`src/rtl/rat_ckpt_bundle.sv`:
```
// Superscalar register alias table with intra-bundle bypass and a circular
// stack of checkpoints that can be taken, restored and released.
module rat_ckpt_bundle #(
  parameter int P_ADDR_WIDTH = 7,
  parameter int L_ADDR_WIDTH = 5,
  parameter int C_NUM        = 4,
  parameter int INSTR_COUNT  = 2,
  parameter int SRC_COUNT    = 2
) (
  input  logic                                                    clk,
  input  logic                                                    rst_n,
  input  logic [INSTR_COUNT-1:0]                                  write_en,
  input  logic [INSTR_COUNT-1:0][L_ADDR_WIDTH-1:0]                write_addr,
  input  logic [INSTR_COUNT-1:0][P_ADDR_WIDTH-1:0]                write_data,
  input  logic [INSTR_COUNT-1:0][SRC_COUNT-1:0][L_ADDR_WIDTH-1:0] read_addr,
  output logic [INSTR_COUNT-1:0][SRC_COUNT-1:0][P_ADDR_WIDTH-1:0] read_data,
  output logic [INSTR_COUNT-1:0][P_ADDR_WIDTH-1:0]                old_data,
  input  logic                                                    take_checkpoint,
  input  logic [$clog2(INSTR_COUNT)-1:0]                          ckpt_instr,
  output logic                                                    ckpt_accept,
  output logic [$clog2(C_NUM)-1:0]                                ckpt_id,
  input  logic                                                    restore_checkpoint,
  input  logic [$clog2(C_NUM)-1:0]                                restore_id,
  input  logic                                                    release_checkpoint,
  output logic [$clog2(C_NUM):0]                                  ckpt_count,
  output logic                                                    ckpt_full,
  output logic                                                    ckpt_empty
);

  localparam int NUM_L = 2 ** L_ADDR_WIDTH;
  localparam int CW    = $clog2(C_NUM);
  localparam int NW    = CW + 1;
  localparam int IW    = $clog2(INSTR_COUNT);

  typedef logic [NUM_L-1:0][P_ADDR_WIDTH-1:0] rat_t;

  rat_t            cur_rat_q, cur_rat_d, snap_d;
  rat_t            ckpt_mem_q [C_NUM];
  logic [CW-1:0]   head_q, head_d, tail_q, tail_d, tail_rel, restore_off;
  logic [NW-1:0]   count_q, count_d, count_rel;
  logic            release_eff, accept;

  // Rename lookup: a later enabled writer earlier in the bundle overrides the table.
  always_comb begin
    for (int i = 0; i < INSTR_COUNT; i++) begin
      for (int s = 0; s < SRC_COUNT; s++) begin
        read_data[i][s] = cur_rat_q[read_addr[i][s]];
        for (int j = 0; j < INSTR_COUNT; j++) begin
          if (j < i && write_en[j] && write_addr[j] == read_addr[i][s])
            read_data[i][s] = write_data[j];
        end
      end
      old_data[i] = cur_rat_q[write_addr[i]];
      for (int j = 0; j < INSTR_COUNT; j++) begin
        if (j < i && write_en[j] && write_addr[j] == write_addr[i])
          old_data[i] = write_data[j];
      end
    end
  end

  assign ckpt_full   = (count_q == NW'(C_NUM));
  assign ckpt_empty  = (count_q == '0);
  assign ckpt_count  = count_q;
  assign ckpt_id     = head_q;
  assign release_eff = release_checkpoint && !ckpt_empty;
  assign accept      = take_checkpoint && !restore_checkpoint &&
                       (!ckpt_full || release_checkpoint);
  assign ckpt_accept = accept;
  assign tail_rel    = tail_q + CW'(release_eff);
  assign restore_off = restore_id - tail_rel;
  assign count_rel   = count_q - NW'(release_eff);

  // NOTE: every signal assigned in always_comb gets a default first so no latch is inferred.
  always_comb begin
    snap_d = cur_rat_q;
    for (int i = 0; i < INSTR_COUNT; i++) begin
      if (IW'(i) <= ckpt_instr && write_en[i])
        snap_d[write_addr[i]] = write_data[i];
    end
  end

  // Restore overrides the whole bundle; release still retires the tail first.
  always_comb begin
    cur_rat_d = cur_rat_q;
    head_d    = head_q;
    tail_d    = tail_rel;
    count_d   = count_q;
    if (restore_checkpoint) begin
      cur_rat_d = ckpt_mem_q[restore_id];
      head_d    = restore_id + CW'(1);
      count_d   = {1'b0, restore_off} + NW'(1);
    end else begin
      for (int i = 0; i < INSTR_COUNT; i++) begin
        if (write_en[i])
          cur_rat_d[write_addr[i]] = write_data[i];
      end
      if (accept)
        head_d = head_q + CW'(1);
      count_d = count_q + NW'(accept) - NW'(release_eff);
    end
  end

  // NOTE: sequential state uses non-blocking assignments so all flops update together.
  always_ff @(posedge clk or negedge rst_n) begin
    if (!rst_n) begin
      for (int r = 0; r < NUM_L; r++)
        cur_rat_q[r] <= P_ADDR_WIDTH'(r);
      head_q  <= '0;
      tail_q  <= '0;
      count_q <= '0;
    end else begin
      cur_rat_q <= cur_rat_d;
      head_q    <= head_d;
      tail_q    <= tail_d;
      count_q   <= count_d;
    end
  end

  // NOTE: checkpoint storage has no reset; slots are only read once written and live.
  always_ff @(posedge clk) begin
    if (accept)
      ckpt_mem_q[head_q] <= snap_d;
  end

  a_restore_live : assert property (@(posedge clk) disable iff (!rst_n)
    restore_checkpoint |-> ({1'b0, restore_off} < count_rel));

  a_release_not_restored : assert property (@(posedge clk) disable iff (!rst_n)
    (restore_checkpoint && release_eff) |-> (restore_id != tail_q));

endmodule

```
`config.mk`:
```
export PLATFORM = sky130hd
export DESIGN_NAME = rat_ckpt_bundle
export DESIGN_NICKNAME = d
export VERILOG_FILES = /design/src/rtl/rat_ckpt_bundle.sv
export SDC_FILE = /design/constraint.sdc
export NUM_CORES = 2
export LEC_CHECK = 0
export BUFFER_PORTS_ARGS = -buffer_cell sky130_fd_sc_hd__buf_4
export CAP_MARGIN = 5
export CORE_MARGIN = 4
export CORE_UTILIZATION = 64
export CTS_CLUSTER_SIZE = 40
export DETAILED_ROUTE_END_ITERATION = 8
export PLACE_DENSITY = 0.89
export SKIP_LAST_GASP = 1
export SLEW_MARGIN = 20
export SYNTH_ARGS = -nofsm -noshare
export SYNTH_HDL_FRONTEND = slang
export SYNTH_SLANG_ARGS = --single-unit
```
`constraint.sdc`:
```
create_clock -name clk -period 28.4 [get_ports clk]
set_clock_uncertainty 0.2 [all_clocks]
set_input_delay 4.26 -clock clk [delete_from_list [all_inputs] [get_ports clk]]
set_output_delay 4.26 -clock clk [all_outputs]
set_load 0.02 [all_outputs]
```
======== After elaboration in Yosys (flattened, before gate mapping) ========
Memories as Yosys holds them, arrays and structs flattened.
Cells that the tools add are included.
storage, ports and cells
  register bits ........................... 231
  bits in latches ......................... 0
  RAM bits ................................ 896
  ROM bits ................................ 0
  input port bits ......................... 54
  output and inout bits ................... 50
  word-level logic and storage cells ...... 106
  memories kept ........................... 1
cells by class
  $add $sub $neg .......................... 7
  $mul .................................... 0
  div/mod/pow operators ................... 0
  order comparisons ....................... 10
  eq/ne operators ......................... 4
  shift-type cells ........................ 0
  mux-type cells .......................... 33
  bitwise logic cells ..................... 0
  reduce and logical (&&, ||, !) cells .... 16
memory list
  name        depth  bits a word  read ports  clocked after memory_dff  wr ports  RTL line  RTL
  ckpt_mem_q  4      224          1           0                         1         38        rat_t ckpt_mem_q [C_NUM];
operators by type and width
  operator               number
  $mux W224              6
  $bwmux W224            3
  $bmux W7 S5            6
  $mux W7                11
  $demux W7 S5           2
  $lt A5 B6 Y1 const B   6
  $eq A5 B5 Y1           3
  $ge A5 B1 Y1 const B   2
  $logic_and A1 B1 Y1    10
  $add A2 B1 Y2 const B  2
  $mux W2                2
  $add A2 B1 Y3 const B  1
  $add A3 B1 Y3          1
  $eq A3 B3 Y1 const B   1
  $logic_not A1 Y1       3
  $logic_not A3 Y1       1
  $mux W3                1
  $sub A3 B1 Y3          1
  $add A2 B1 Y2          1
  $le A1 B1 Y1 const A   2
  $mux W1                2
  $reduce_bool A2 Y1     1
  $sub A2 B2 Y2          1
  $logic_or A1 B1 Y1     1

======== Depth between registers and ports, before layout ========
  depth after elaboration ................. 10
  gate-level depth with buffers ........... 9
  mapped depth without buffers ............ 8

======== Least setup slack after synthesis ========
OpenSTA, ideal clock, no wires.
  kind .................................... in2reg
  start ................................... input restore_checkpoint
  end ..................................... memory ckpt_mem_q[0][0] (netlist name), enable pin
  setup time .............................. 1.356 ns
  arrival time ............................ 25.925 ns
  required time ........................... 26.844 ns
  path slack .............................. 0.919 ns
  stages on the path ...................... 4
  buffers on the path ..................... 3
  path through ............................ clkbuf_1 -> clkbuf_1 -> clkbuf_1 -> nor4_1
between the ends
  word-level cells in the longest chain between the ends .. 5
RTL lines
  item                               RTL line  RTL
  start: declaration                 22        input logic restore_checkpoint,
  $logic_not A1 Y1                   66        assign accept = take_checkpoint && !restore_checkpoint &&
  $logic_and A1 B1 Y1 (2 in series)  66
  $mux W1                            121       if (accept)
  $mux W1 (implied by the code)      122       ckpt_mem_q[head_q] <= snap_d;
  end: declaration                   38
No other way between the ends.

==> reports/metrics.csv <==
stage,metric,value,unit
final_layout,multi-input logic area,24900,sq um
route,DRT iter0 DRCs,7865,
synthesis,Mapped Cells,3978,
grt,global route total overflow,0,
synthesis,Syn Nets,4038,
floorplanning,Die Y,312,microns
floorplanning,core box area,91700,sq um
synthesis,Synth Cell Area,59200,sq um
placement,GPL Wtd Cong,1.07,
critical_path,Startpoint Class,input pin,
sta,Tmin final,12.37,ns
sta,PnR worst setup slack,16.03,ns
final_layout,"commonest cells after routing, fill and taps aside","edfxtp_1 (896), mux4_2 (538), nor2_1 (458), mux2i_1 (352), a21oi_1 (245)",
final_layout,register area,32800,sq um
synthesis,Avg Synthesized Cell Area,14.9,sq um
final_layout,# nets final,3921,
final_layout,Finished Cell Area,64100,sq um
cts,clk slew on worst S/H paths,0.06,ns
sta,Fmax achieved,80.9,MHz
critical_path,critical path endpoint,read_data[21],
route,wire per inst,37.9,microns
placement,HPWL after DPL,121000,microns
synthesis,sequential area share after synthesis,55.4,%
floorplanning,# IOs,104,
critical_path,Crit path top cell by count,buf_4,
grt,first-pass GRT wire length,282000,microns
route,Post-DRT Antenna Nets,0,
route,Via Count,41700,
final_layout,ratio of cells with drive above 1 in the final layout,25.5,%
final_layout,fillers,5582,
grt,initial antenna violation count,13,
sta,Slew headroom,9.69,%
critical_path,Crit path required time,23.94,ns
cts,CTS max path bufs,3,
job,MaxCap Viol Count,0,
synthesis,Cell variety after synth,54,
critical_path,reg2reg end,ckpt_mem_q[2][204],
critical_path,crit end category,output port,
cts,Resized Gates After CTS,0,
final_layout,Non-Filler Instances,5162,
cts,Hold Buf Count CTS,0,
synthesis,main flop type after synthesis,edfxtp_1,
placement,Cells after DPL,4936,
critical_path,worst path cell trace,buf_4 -> buf_4 -> mux2i_1 -> a22o_1 -> a221oi_1 -> o22ai_1 -> o41ai_1 -> buf_4,
sta,"Slew Viols, Final",0,
final_layout,area growth from synthesis to layout,8.22,%
grt,met1 Usage GRT,51.5,%
sta,Setup TNS,0,ns
synthesis,number of flops mapped to enable cells by yosys,896,
floorplanning,num rows,111,
outcome,status,"finished, final reports clean",
floorplanning,die area,97400,sq um
placement,port bufs,103,
grt,largest net degree at the start of global routing,185,
route,drt first pass iters,7,
critical_path,cells on worst reg2reg path,5,
critical_path,register-to-register setup slack,24.11,ns
sta,fin crit share,43.5,%
synthesis,Yosys warning count,0,
critical_path,worst-path maximum fanout,48,
route,via-per-instance ratio,8.08,
placement,Place WS,16.36,ns
min_path,Hold Crit Class,flip-flop to flip-flop,
critical_path,critical path class,input pin to output port,
critical_path,worst r2r src,ckpt_count[1],
final_layout,"most common cell after layout, fill and taps aside",edfxtp_1,
grt,gr usage total,39.9,%
cts,CTS Buf Count,107,
grt,vias in the first global route,40800,
floorplanning,Die Width,312,microns
sta,RSZ-0062 raised after global routing,false,
cts,Sink Count,1127,
cts,Post-CTS Setup Bufs,0,
sta,"Hold Vio Cnt, Final",0,
critical_path,Crit path arrival time,7.91,ns
floorplanning,Initial Util,64.6,%
sta,Final setup viols,0,
synthesis,asr flop ratio synth,20.5,%
critical_path,CP peak stage delay,0.77,ns
power_and_ir_drop,maximum VDD drop,0.0666,mV
placement,dpl cell area,60400,sq um
cts,Root Driver,clkbuf_16,
critical_path,Worst setup startpoint,read_addr[16],
cts,Worst-Skew Late Latency,0.72,ns
synthesis,synthesized flop and latch total,1127,
final_layout,Final Util,69.9,%
grt,layer with the highest usage,met2,
grt,GRT met2 Usage,56.3,%
cts,H-tree levels,3,
grt,met3 GRT Util,17.4,%
sta,Slew @ Worst Pin,1.35,ns
power_and_ir_drop,leak pwr,23.6,nW
cts,TritonCTS clock tree,done,
power_and_ir_drop,P per Cell Area,67.0,nW/um^2
critical_path,Critical Path Slowest Stage Cell,buf_4,
route,drt drc,0,
route,Detailed Route WL,196000,microns
-- synth_stat cells (3+ instances only) --
cell      instances  area share, %
a211oi_1        226            2.9
and3b_1           5          0.074
nor3_1           13           0.11
nor3b_1           7          0.089
buf_2            59           0.50
dfstp_2          80            3.6
a21oi_1         245            2.1
nand3b_1          5          0.063
a221oi_1         13           0.19
edfxtp_1        896             45
nand4b_1          3          0.044
nand3_1          10          0.085
nand2b_1         10           0.11
a22o_1           21           0.31
and3_1            7          0.074
xor2_1           15           0.22
o41ai_1           7           0.10
buf_1            40           0.25
mux2_2           33           0.63
nor2b_1          12           0.13
inv_1            10          0.063
o22ai_1           6          0.063
nand4_1           7          0.074
mux4_2          538             20
dfrtp_1         151            6.4
nand2_1          96           0.61
a21o_1          224            2.8
clkbuf_1        278            1.8
a22oi_1          68           0.86
mux2i_1         352            6.0
nor2_1          462            2.9
nor2_2           12           0.13
xnor2_1           8           0.12
ha_1              5           0.11
nor4bb_1          3          0.051
a31oi_1           5          0.053
nor4_1           11           0.12
buf_4            15           0.19
-- power by group --
part | switching (mW) | total [mW] | internal (mW)
Clock | 0.626 | 1.44 | 0.816
Combinational | 0.430 | 0.744 | 0.314
Sequential | 0.161 | 2.11 | 1.95
Total | 1.22 | 4.29 | 3.08
-- through the flow --
stage                     total power, mW  hold WS [ns]
final                                4.29         0.277
after global placement               2.79         0.263
after CTS                            4.24         0.284
after detailed placement             2.83         0.271
after floorplan                      2.56         0.247
after global routing                 4.39         0.313
-- state kept, by name (all words and copies together), names as in the netlist --
| register | cells |
|---|---|
| ckpt_id | 2 |
| ckpt_count | 3 |
| ckpt_mem_q | 896 |
| tail_q | 2 |
| cur_rat_q | 224 |
-- cells by family (layout without fill, tap and decap cells) --
logic type | after synthesis | count (layout) | share of synthesized area (%)
other | 0 | 20 | 0
adders and majority gates | 6 | 6 | 0.139
DFF | 1127 | 1127 | 55.4
and+or+nand+nor | 674 | 674 | 4.86
muxes | 923 | 923 | 27.0
AOI/OAI and AO/OA | 822 | 822 | 9.46
buffers and inverters | 403 | 381 | 2.79
xor gates and xnor gates | 23 | 23 | 0.340
-- layer usage --
| metal | vias to the layer above | part of all wire [%] |
|---|---|---|
| li1 | 15700 | - |
| met1 | 20600 | 32 |
| met2 | 4331 | 43 |
| met3 | 1020 | 17 |
| met4 | 0 | 8.0 |
| met5 | - | 0 |
-- final cells by class --
cell class | instances | area share, %
flip-flops and latches | 1127 | 51.2
multi-input cells | 2448 | 38.8
clock buffers | 159 | 4.81
well taps | 1186 | 2.32
repair buffers | 167 | 2.07
clock inverters | 45 | 0.687
diodes | 20 | 0.0781
inverters | 10 | 0.0586
-- worst min path at each step --
stage,start,end,slack (ns),depth (start not counted)
3_3_place_gp,tail_q[1],tail_q[1],0.26,1
5_1_grt,tail_q[1],tail_q[1],0.31,1
4_1_cts,tail_q[1],tail_q[1],0.28,1
3_5_place_dp,tail_q[1],tail_q[1],0.27,1
6_report,tail_q[1],tail_q[1],0.28,1
2_1_floorplan,tail_q[1],tail_q[1],0.25,1
-- worst max-delay path: cells and delay by family --
| kind | cells | cell delay [ns] |
|---|---|---|
| AOI/OAI and AO/OA | 4 | 1.84 |
| buffers and inverters | 3 | 1.59 |
| muxes | 1 | 0.17 |
Power figures use the tool's default switching activity.
